--- src/rtl/uart_retrans_tx.sv ---
// uart_retrans_tx: even-parity UART transmitter with ack/resend handshake.
// Sends a 7-bit word as a 10-bit frame (start 0, data LSB first, even
// parity, stop 1). It then waits for the receiver's ack. On request_resend,
// or when no answer arrives within TIMEOUT cycles, it resends the latched
// frame, up to MAX_RESEND times.
// Optional build macro: UART_TX_ERR_INJECT_EN adds the inject_err input. When
// the latched inject_err is 1, the first transmission of that word carries an
// inverted parity bit.
module uart_retrans_tx #(
    parameter int CLKS_PER_BIT = 1,
    parameter int TIMEOUT      = 10,
    parameter int MAX_RESEND   = 3
) (
    input  logic       clk,
    input  logic       reset,
    input  logic       start,
    input  logic [6:0] data,
`ifdef UART_TX_ERR_INJECT_EN
    input  logic       inject_err,
`endif
    input  logic       ack,
    input  logic       request_resend,
    output logic       signal,
    output logic       busy,
    output logic       done,
    output logic       fail,
    output logic [4:0] resend_count
);

    typedef enum logic [2:0] {IDLE, START, DATA, PARITY, STOP, WAIT_ACK} state_t;

    localparam int CW = (CLKS_PER_BIT > 1) ? $clog2(CLKS_PER_BIT) : 1;
    localparam int TW = (TIMEOUT > 1) ? $clog2(TIMEOUT) : 1;
    localparam logic [CW-1:0] BIT_LAST   = CW'(CLKS_PER_BIT - 1);
    localparam logic [TW-1:0] TO_LAST    = TW'(TIMEOUT - 1);
    localparam logic [4:0]    RESEND_MAX = 5'(MAX_RESEND);

    state_t          state_reg,   state_next;
    logic [CW-1:0]   clk_cnt_reg, clk_cnt_next;
    logic [2:0]      bit_idx_reg, bit_idx_next;
    logic [TW-1:0]   to_cnt_reg,  to_cnt_next;
    logic [6:0]      word_reg,    word_next;
    logic            parity_reg,  parity_next;
    logic            inj_reg,     inj_next;
    logic [4:0]      resend_reg,  resend_next;
    logic            signal_reg,  signal_next;
    logic            done_reg,    done_next;
    logic            fail_reg,    fail_next;
    logic            inject_in;
    logic            bit_end;

`ifdef UART_TX_ERR_INJECT_EN
    assign inject_in = inject_err;
`else
    assign inject_in = 1'b0;
`endif

    assign bit_end = (clk_cnt_reg == BIT_LAST);

    // State and datapath registers; reset aborts any frame and idles the line high.
    always_ff @(posedge clk or negedge reset) begin
        if (!reset) begin
            state_reg   <= IDLE;
            clk_cnt_reg <= '0;
            bit_idx_reg <= '0;
            to_cnt_reg  <= '0;
            word_reg    <= '0;
            parity_reg  <= 1'b0;
            inj_reg     <= 1'b0;
            resend_reg  <= '0;
            signal_reg  <= 1'b1;
            done_reg    <= 1'b0;
            fail_reg    <= 1'b0;
        end else begin
            state_reg   <= state_next;
            clk_cnt_reg <= clk_cnt_next;
            bit_idx_reg <= bit_idx_next;
            to_cnt_reg  <= to_cnt_next;
            word_reg    <= word_next;
            parity_reg  <= parity_next;
            inj_reg     <= inj_next;
            resend_reg  <= resend_next;
            signal_reg  <= signal_next;
            done_reg    <= done_next;
            fail_reg    <= fail_next;
        end
    end

    // Next-state logic. The serial line is decoded from the next state so that it leaves a register.
    always_comb begin
        state_next   = state_reg;
        clk_cnt_next = clk_cnt_reg;
        bit_idx_next = bit_idx_reg;
        to_cnt_next  = to_cnt_reg;
        word_next    = word_reg;
        parity_next  = parity_reg;
        inj_next     = inj_reg;
        resend_next  = resend_reg;
        done_next    = 1'b0;
        fail_next    = 1'b0;
        signal_next  = 1'b1;

        case (state_reg)
            IDLE: begin
                if (start) begin
                    word_next    = data;
                    parity_next  = ^data;
                    inj_next     = inject_in;
                    resend_next  = '0;
                    clk_cnt_next = '0;
                    state_next   = START;
                end
            end
            START: begin
                if (bit_end) begin
                    clk_cnt_next = '0;
                    bit_idx_next = '0;
                    state_next   = DATA;
                end else begin
                    clk_cnt_next = clk_cnt_reg + CW'(1);
                end
            end
            DATA: begin
                if (bit_end) begin
                    clk_cnt_next = '0;
                    if (bit_idx_reg == 3'd6) begin
                        state_next = PARITY;
                    end else begin
                        bit_idx_next = bit_idx_reg + 3'd1;
                    end
                end else begin
                    clk_cnt_next = clk_cnt_reg + CW'(1);
                end
            end
            PARITY: begin
                if (bit_end) begin
                    clk_cnt_next = '0;
                    state_next   = STOP;
                end else begin
                    clk_cnt_next = clk_cnt_reg + CW'(1);
                end
            end
            STOP: begin
                if (bit_end) begin
                    clk_cnt_next = '0;
                    to_cnt_next  = '0;
                    state_next   = WAIT_ACK;
                end else begin
                    clk_cnt_next = clk_cnt_reg + CW'(1);
                end
            end
            WAIT_ACK: begin
                to_cnt_next = to_cnt_reg + TW'(1);
                // ack has priority. A timeout coinciding with a resend request counts once.
                if (ack) begin
                    done_next  = 1'b1;
                    state_next = IDLE;
                end else if (request_resend || (to_cnt_reg == TO_LAST)) begin
                    if (resend_reg < RESEND_MAX) begin
                        resend_next  = resend_reg + 5'd1;
                        clk_cnt_next = '0;
                        state_next   = START;
                    end else begin
                        fail_next  = 1'b1;
                        state_next = IDLE;
                    end
                end
            end
            default: state_next = IDLE;
        endcase

        case (state_next)
            START:   signal_next = 1'b0;
            DATA:    signal_next = word_next[bit_idx_next];
            // An injected error only affects the first transmission (resend count still zero).
            PARITY:  signal_next = parity_next ^ (inj_next && (resend_next == 5'd0));
            default: signal_next = 1'b1;
        endcase
    end

    assign signal       = signal_reg;
    assign busy         = (state_reg != IDLE);
    assign done         = done_reg;
    assign fail         = fail_reg;
    assign resend_count = resend_reg;

endmodule
--- config.mk ---
export PLATFORM = sky130hd
export DESIGN_NAME = uart_retrans_tx
export DESIGN_NICKNAME = d
export VERILOG_FILES = /design/src/rtl/uart_retrans_tx.sv
export SDC_FILE = /design/constraint.sdc
export NUM_CORES = 1
export LEC_CHECK = 0
export CORE_UTILIZATION = 62
export CTS_CLUSTER_DIAMETER = 30
export DETAILED_ROUTE_END_ITERATION = 8
export DONT_BUFFER_PORTS = 1
export PLACE_DENSITY = 0.83
export SYNTH_ARGS = -nofsm -noshare
export SYNTH_HDL_FRONTEND = slang
export SYNTH_SLANG_ARGS = --single-unit
--- constraint.sdc ---
create_clock -name clk -period 2.4 [get_ports clk]
set_input_delay 0.36 -clock clk [delete_from_list [all_inputs] [get_ports clk]]
set_output_delay 0.36 -clock clk [all_outputs]
set_load 0.05 [all_outputs]
== After elaboration in Yosys (flattened, before gate mapping) ==
Index checks and enable logic that the tools add are counted.

* Output and inout port bits: 9
* Bits in registers: 28
* Memories: 0
* Logic and storage cells: 86
* RAM bits: 0
* Bits in read-only memories: 0
* Input bits: 12
* Bits in latches: 0

* Multiply operators: 0
* Order comparisons: 2
* Divide/modulo/power cells: 0
* Mux-type cells: 42
* Bitwise gates (word level): 1
* Add/subtract/negate cells: 4
* Eq/ne operators: 15
* Shift-type cells: 0
* Reductions and logical operators: 11

{| class="wikitable"
|+ Operators with widths
! kind !! number
|-
| 3-bit 2-to-1 mux || 11
|-
| 5-bit 2-to-1 mux || 4
|-
| 3-bit case mux with 6 select lines || 1
|-
| 1-bit 2-to-1 mux || 17
|-
| 7-bit 2-to-1 mux || 2
|-
| 3-bit by 2-bit == test with 1-bit output (second input constant) || 4
|-
| 2-bit inequality test (second input constant) || 5
|-
| 5-bit case mux with 2 select lines || 1
|-
| 3-bit == test (second input constant) || 3
|-
| 4-bit case mux with 2 select lines || 1
|-
| 7-bit parity || 1
|-
| 3-bit by 1-bit == test with 1-bit output (second input constant) || 2
|-
| 1-bit case mux with 3 select lines || 2
|-
| 3-bit case mux with 2 select lines || 1
|-
| 3-bit nonzero test || 2
|-
| 5-bit by 1-bit adder with 5-bit output (second input constant) || 1
|-
| 5-bit logical NOT || 1
|-
| 5-bit by 2-bit < comparator with 1-bit output (second input constant) || 1
|-
| 5-bit AND reduction || 1
|-
| 4-bit by 1-bit adder with 4-bit output (second input constant) || 1
|-
| 4-bit == test (second input constant) || 1
|-
| 3-bit by 4-bit < comparator with 1-bit output (second input constant) || 1
|-
| 4-bit 2-to-1 mux || 1
|-
| 4-bit OR reduction || 1
|-
| other kinds (9) || 9
|}

== Depth between registers and ports, before layout ==
Gate-level depths: netlist (run 1).

* Depth in word-level cells: 9
* Gate-level depth with buffers: 8
* Mapped depth without buffers: 8

== Worst setup path after synthesis (run 1) ==
Ideal clock, no wire load.

* Kind: register to register
* Start: register resend_reg[0], in the netlist resend_count[0]
* End: register signal_reg, in the netlist signal
* Cell stages (with the launch flop): 7
* Library setup time: 83 ps
* Clock period less this slack: 2,127 ps
* Setup slack: 273 ps
* Arrival: 2,043 ps
* Cell sequence: dfrtp_1 -> a2111oi_4 -> o211a_2 -> and3_1 -> o211ai_2 -> xnor2_1 -> a221o_1

* Word-level cells in the longest chain between the ends: 9

{| class="wikitable"
|+ Ends and longest elaborated chain
! element !! RTL line !! RTL
|-
| start, declared || 45 || <nowiki>logic [4:0] resend_reg, resend_next;</nowiki>
|-
| start signal, assigned || 82 || <nowiki>resend_reg <= resend_next;</nowiki>
|-
| 5-bit by 1-bit adder with 5-bit output / 5-bit by 2-bit < comparator with 1-bit output (equally long branches) || 160, 159 ||
|-
| 5-bit 2-to-1 mux || 159 || <nowiki>if (resend_reg < RESEND_MAX) begin</nowiki>
|-
| 5-bit 2-to-1 mux || 158 || <nowiki>end else if (request_resend || (to_cnt_reg == TO_LAST)) begin</nowiki>
|-
| 5-bit 2-to-1 mux || 155 || <nowiki>if (ack) begin</nowiki>
|-
| 5-bit case mux with 2 select lines || 103 || <nowiki>case (state_reg)</nowiki>
|-
| 5-bit logical NOT || 176 || <nowiki>PARITY: signal_next = parity_next ^ (inj_next && (resend_next == 5'd0));</nowiki>
|-
| 1-bit logical AND || 176 ||
|-
| 1-bit XOR || 176 ||
|-
| 1-bit case mux with 3 select lines * || 172 || <nowiki>case (state_next)</nowiki>
|-
| via signal_next || 46 || <nowiki>logic signal_reg, signal_next;</nowiki>
|-
| end signal, assigned || 83 || <nowiki>signal_reg <= signal_next;</nowiki>
|-
| end, declared || 46 ||
|}

The timed path passes the listed nets; every way through them passes the cells marked *.
A chain may end at the register's enable or synchronous reset.

== Worst setup path in the final report (run 1) ==
* Start: register state_reg[2]
* End: register signal_reg, in the netlist signal

{| class="wikitable"
|+ RTL lines
! element !! RTL line !! RTL
|-
| start, declared || 38 || <nowiki>state_t state_reg, state_next;</nowiki>
|-
| start signal, assigned || 75 || <nowiki>state_reg <= state_next;</nowiki>
|-
| 3-bit logical NOT || 103 ||
|-
| 7-bit 2-to-1 mux || 103 ||
|-
| via word_next[2] || 42 || <nowiki>logic [6:0] word_reg, word_next;</nowiki>
|-
| 1-bit binary-select mux with 3-bit select || 174 || <nowiki>DATA: signal_next = word_next[bit_idx_next];</nowiki>
|-
| 1-bit 2-to-1 mux (not written as such) || 174 ||
|-
| 1-bit case mux with 3 select lines || 172 ||
|-
| via signal_next || 46 ||
|}

The timed path passes the listed nets, and every way through them passes these cells. The select of a mux whose other input is x is not followed.

==> results.json, run 1 <==
{
  "cts.clk_slew.worst_paths_ns": 0.15,
  "drc": 0,
  "slew_viol_final": 0,
  "finalClockSkew_ns": 0.00793,
  "critPathRequiredTime_ns": 2.67,
  "synth_cell_types": 54,
  "r2r_end": "signal",
  "fin_cells": 188,
  "drt_iter0_drc": 13,
  "drv_cap": 0,
  "cp-end-kind": "flip-flop",
  "synth_flop_cell": "dfrtp_1",
  "syn_inst": 149,
  "async_reset_ff_share_pct": 100,
  "worstMarginPinSlew_ns": 0.514,
  "place_congestion": 0.884,
  "initial_utilization_pct": 68.1,
  "hold_ws_ns": 0.109,
  "p_per_area_mw_per_mm2": 1080,
  "ant_nets": 0,
  "cts_max_level": 1,
  "hold_viol": 0,
  "timing.fmax_ghz": 0.439,
  "crit_fanout": 4,
  "setup_tns_ns": 0,
  "r2r_start": "state_reg[2]",
  "placed_cells": 182,
  "cts_setup_buffers": 0,
  "grt_pass1_vias": 1158,
  "vdd_drop_max_mv": 0.766,
  "wl_um": 3120,
  "path_buf_inv": 0,
  "dpl.hpwl_um": 2270,
  "grt_pass1_wl_um": 5350,
  "rsz0062_at_grt": "false",
  "ios": 21,
  "relSlewSlack_pct": 65.7,
  "worst_setup_path_endpoint": "signal",
  "clockBufferDepth": 2,
  "avgSynthCellArea_sq_um": 10.4,
  "crit_cells": 6,
  "hp-class": "input pin to flip-flop",
  "synth-seq-cells": 27,
  "rows": 17,
  "cp-startpoint": "state_reg[2]",
  "layout-drive-gt1-share_pct": 18.8,
  "finalPower_mw": 1.83,
  "clockRootBuffer": "clkbuf_4",
  "yosys.area.top_type": "dfrtp_1",
  "vias": 1110,
  "post-route-period-util_pct": 94.9,
  "synth_nets": 166,
  "fin_nets": 178,
  "setup_viol": 0,
  "yosys_warnings": 0,
  "cp-start-kind": "flip-flop",
  "critical_path.top_delay_family": "simple AND/OR/NAND/NOR gates",
  "worst_path_max_delay_cell": "nor4b_2",
  "vias_per_cell": 5.90,
  "final_util_pct": 74.4,
  "portBuffers": 0,
  "largest_register_ff_count": 7,
  "tritoncts": "yes",
  "yosysSeqAreaShare_pct": 43.7,
  "synth.area.top_cells": "dfrtp_1, nand2_1, ha_1",
  "diodes": 0,
  "synth_top_area_share_pct": 42.0,
  "timing.reg2reg.setup_slack_ns": 0.12,
  "syn2layout_area_growth_pct": 9.20,
  "grt_use_total_pct": 27.6,
  "antenna_found_initial": 0,
  "fp.dieW_um": 52.0,
  "max_stage_delay_ns": 0.52,
  "crit_chain": "nor4b_2 -> mux2_2 -> nor3_1 -> nor3b_1 -> o21ba_1 -> a221o_1",
  "synth_edf_count": 0,
  "netlist_area_sq_mm": 0.00155,
  "gr-total-overflow": 0,
  "arrival_ns": 2.54,
  "cts_buffers": 3,
  "die_h_um": 52.0,
  "status": "finished, final reports clean",
  "clock_latency_ns": 0.32,
  "dieArea_sq_mm": 0.00270,
  "p_leak_nw": 0.778,
  "wire_per_inst_um": 16.6,
  "core_area_sq_mm": 0.00228,
  "crit_type": "flip-flop to flip-flop",
  "period_needed_ns": 2.28,
  "firstDrtPassIters": 4,
  "cts_sinks": 27,
  "grt_max_degree": 28,
  "rr_worst_depth": 6
}
==> through the flow <==
step	area, sq um	worst slack [ns]
after floorplan	1550	0.273
after global placement	1630	0.190
after detailed placement	1630	0.0942
after CTS	1680	0.0770
after global routing	1690	0.0354
final	1690	0.122
==> cell type report <==
cell class	count	area, sq um
clock buffers	4	26.3
fillers	167	583
inverters	7	28.8
multi-input cells	110	821
flip-flops and latches	27	677
well taps	28	35.0
repair buffers	12	105
==> how the worst min path moves through the flow <==
stage	startpoint	endpoint	slack [ns]	cells past startpoint
after detailed placement	reset	word_reg[2]	0.07	0
after global routing	ack	fail	0.09	1
final	ack	fail	0.11	1
after floorplan	reset	bit_idx_reg[0]	0.06	0
after global placement	reset	word_reg[2]	0.06	0
after CTS	ack	fail	0.1	1
==> synthesized netlist by cell type (2+ instances only) <==
| library cell | number |
|---|---|
| a21oi_1 | 5 |
| o21ai_0 | 4 |
| nand2_1 | 20 |
| ha_1 | 5 |
| nor4b_2 | 2 |
| nor3b_1 | 2 |
| nand3_1 | 2 |
| nand4_1 | 2 |
| nand2b_1 | 3 |
| inv_1 | 6 |
| buf_2 | 2 |
| a22o_1 | 3 |
| nor2b_1 | 4 |
| and2_1 | 3 |
| mux2i_1 | 4 |
| xnor2_1 | 6 |
| mux2_2 | 4 |
| a21o_1 | 2 |
| dfrtp_1 | 26 |
| nor2_1 | 6 |
| nor3_1 | 5 |
==> worst register-to-register path, cell delays in order, from the launching register on <==
cell and delay (ns):
dfrtp_1 0.42, nor4b_2 0.52, mux2_2 0.41, nor3_1 0.25, nor3b_1 0.09, o21ba_1 0.19
a221o_1 0.34
==> layer usage <==
metal,GRT usage [%],wire (um)
met5,0,0
met4,10.4,26
met3,3.80,150
met2,45.1,1560
met1,37.0,1380
==> placed cells by master (no fill, tap or decap), types with 5 or more instances in the layout <==
master,instances
nor3_1,5
xnor2_1,6
a21oi_1,5
buf_4,10
inv_1,6
ha_1,5
nand2_1,20
nor2_1,6
dfrtp_1,26
==> repair_timing <==
item | CTS | global route
endpoints found under the hold margin | 27 | 0
setup endpoints to repair | 0 | 1
hold buffers | 2 | 0
gates resized for setup | 0 | 1
==> power by group <==
group	switching (mW)	internal (mW)	leakage, nW
registers	0.133	0.604	0.348
logic	0.512	0.388	0.415
clock network	0.129	0.0649	0.0150
==> cells by family after synthesis <==
| logic type | synth area share, % |
|---|---|
| buffers and inverters | 3.95 |
| xor gates and xnor gates | 3.95 |
| and+or+nand+nor | 21.7 |
| AOI/OAI and AO/OA | 16.2 |
| DFF | 43.7 |
| muxes | 6.46 |
| adders and majority gates | 4.04 |
No activity file was read; power rests on OpenSTA's default activity.
==> run 2, diff against run 1 <==
- CTS_CLUSTER_DIAMETER: 30 -> not set
- CTS_CLUSTER_SIZE: not set -> 10
==> results of run 2 <==
The final DEF is identical to that of run 1; final timing and power are the same.
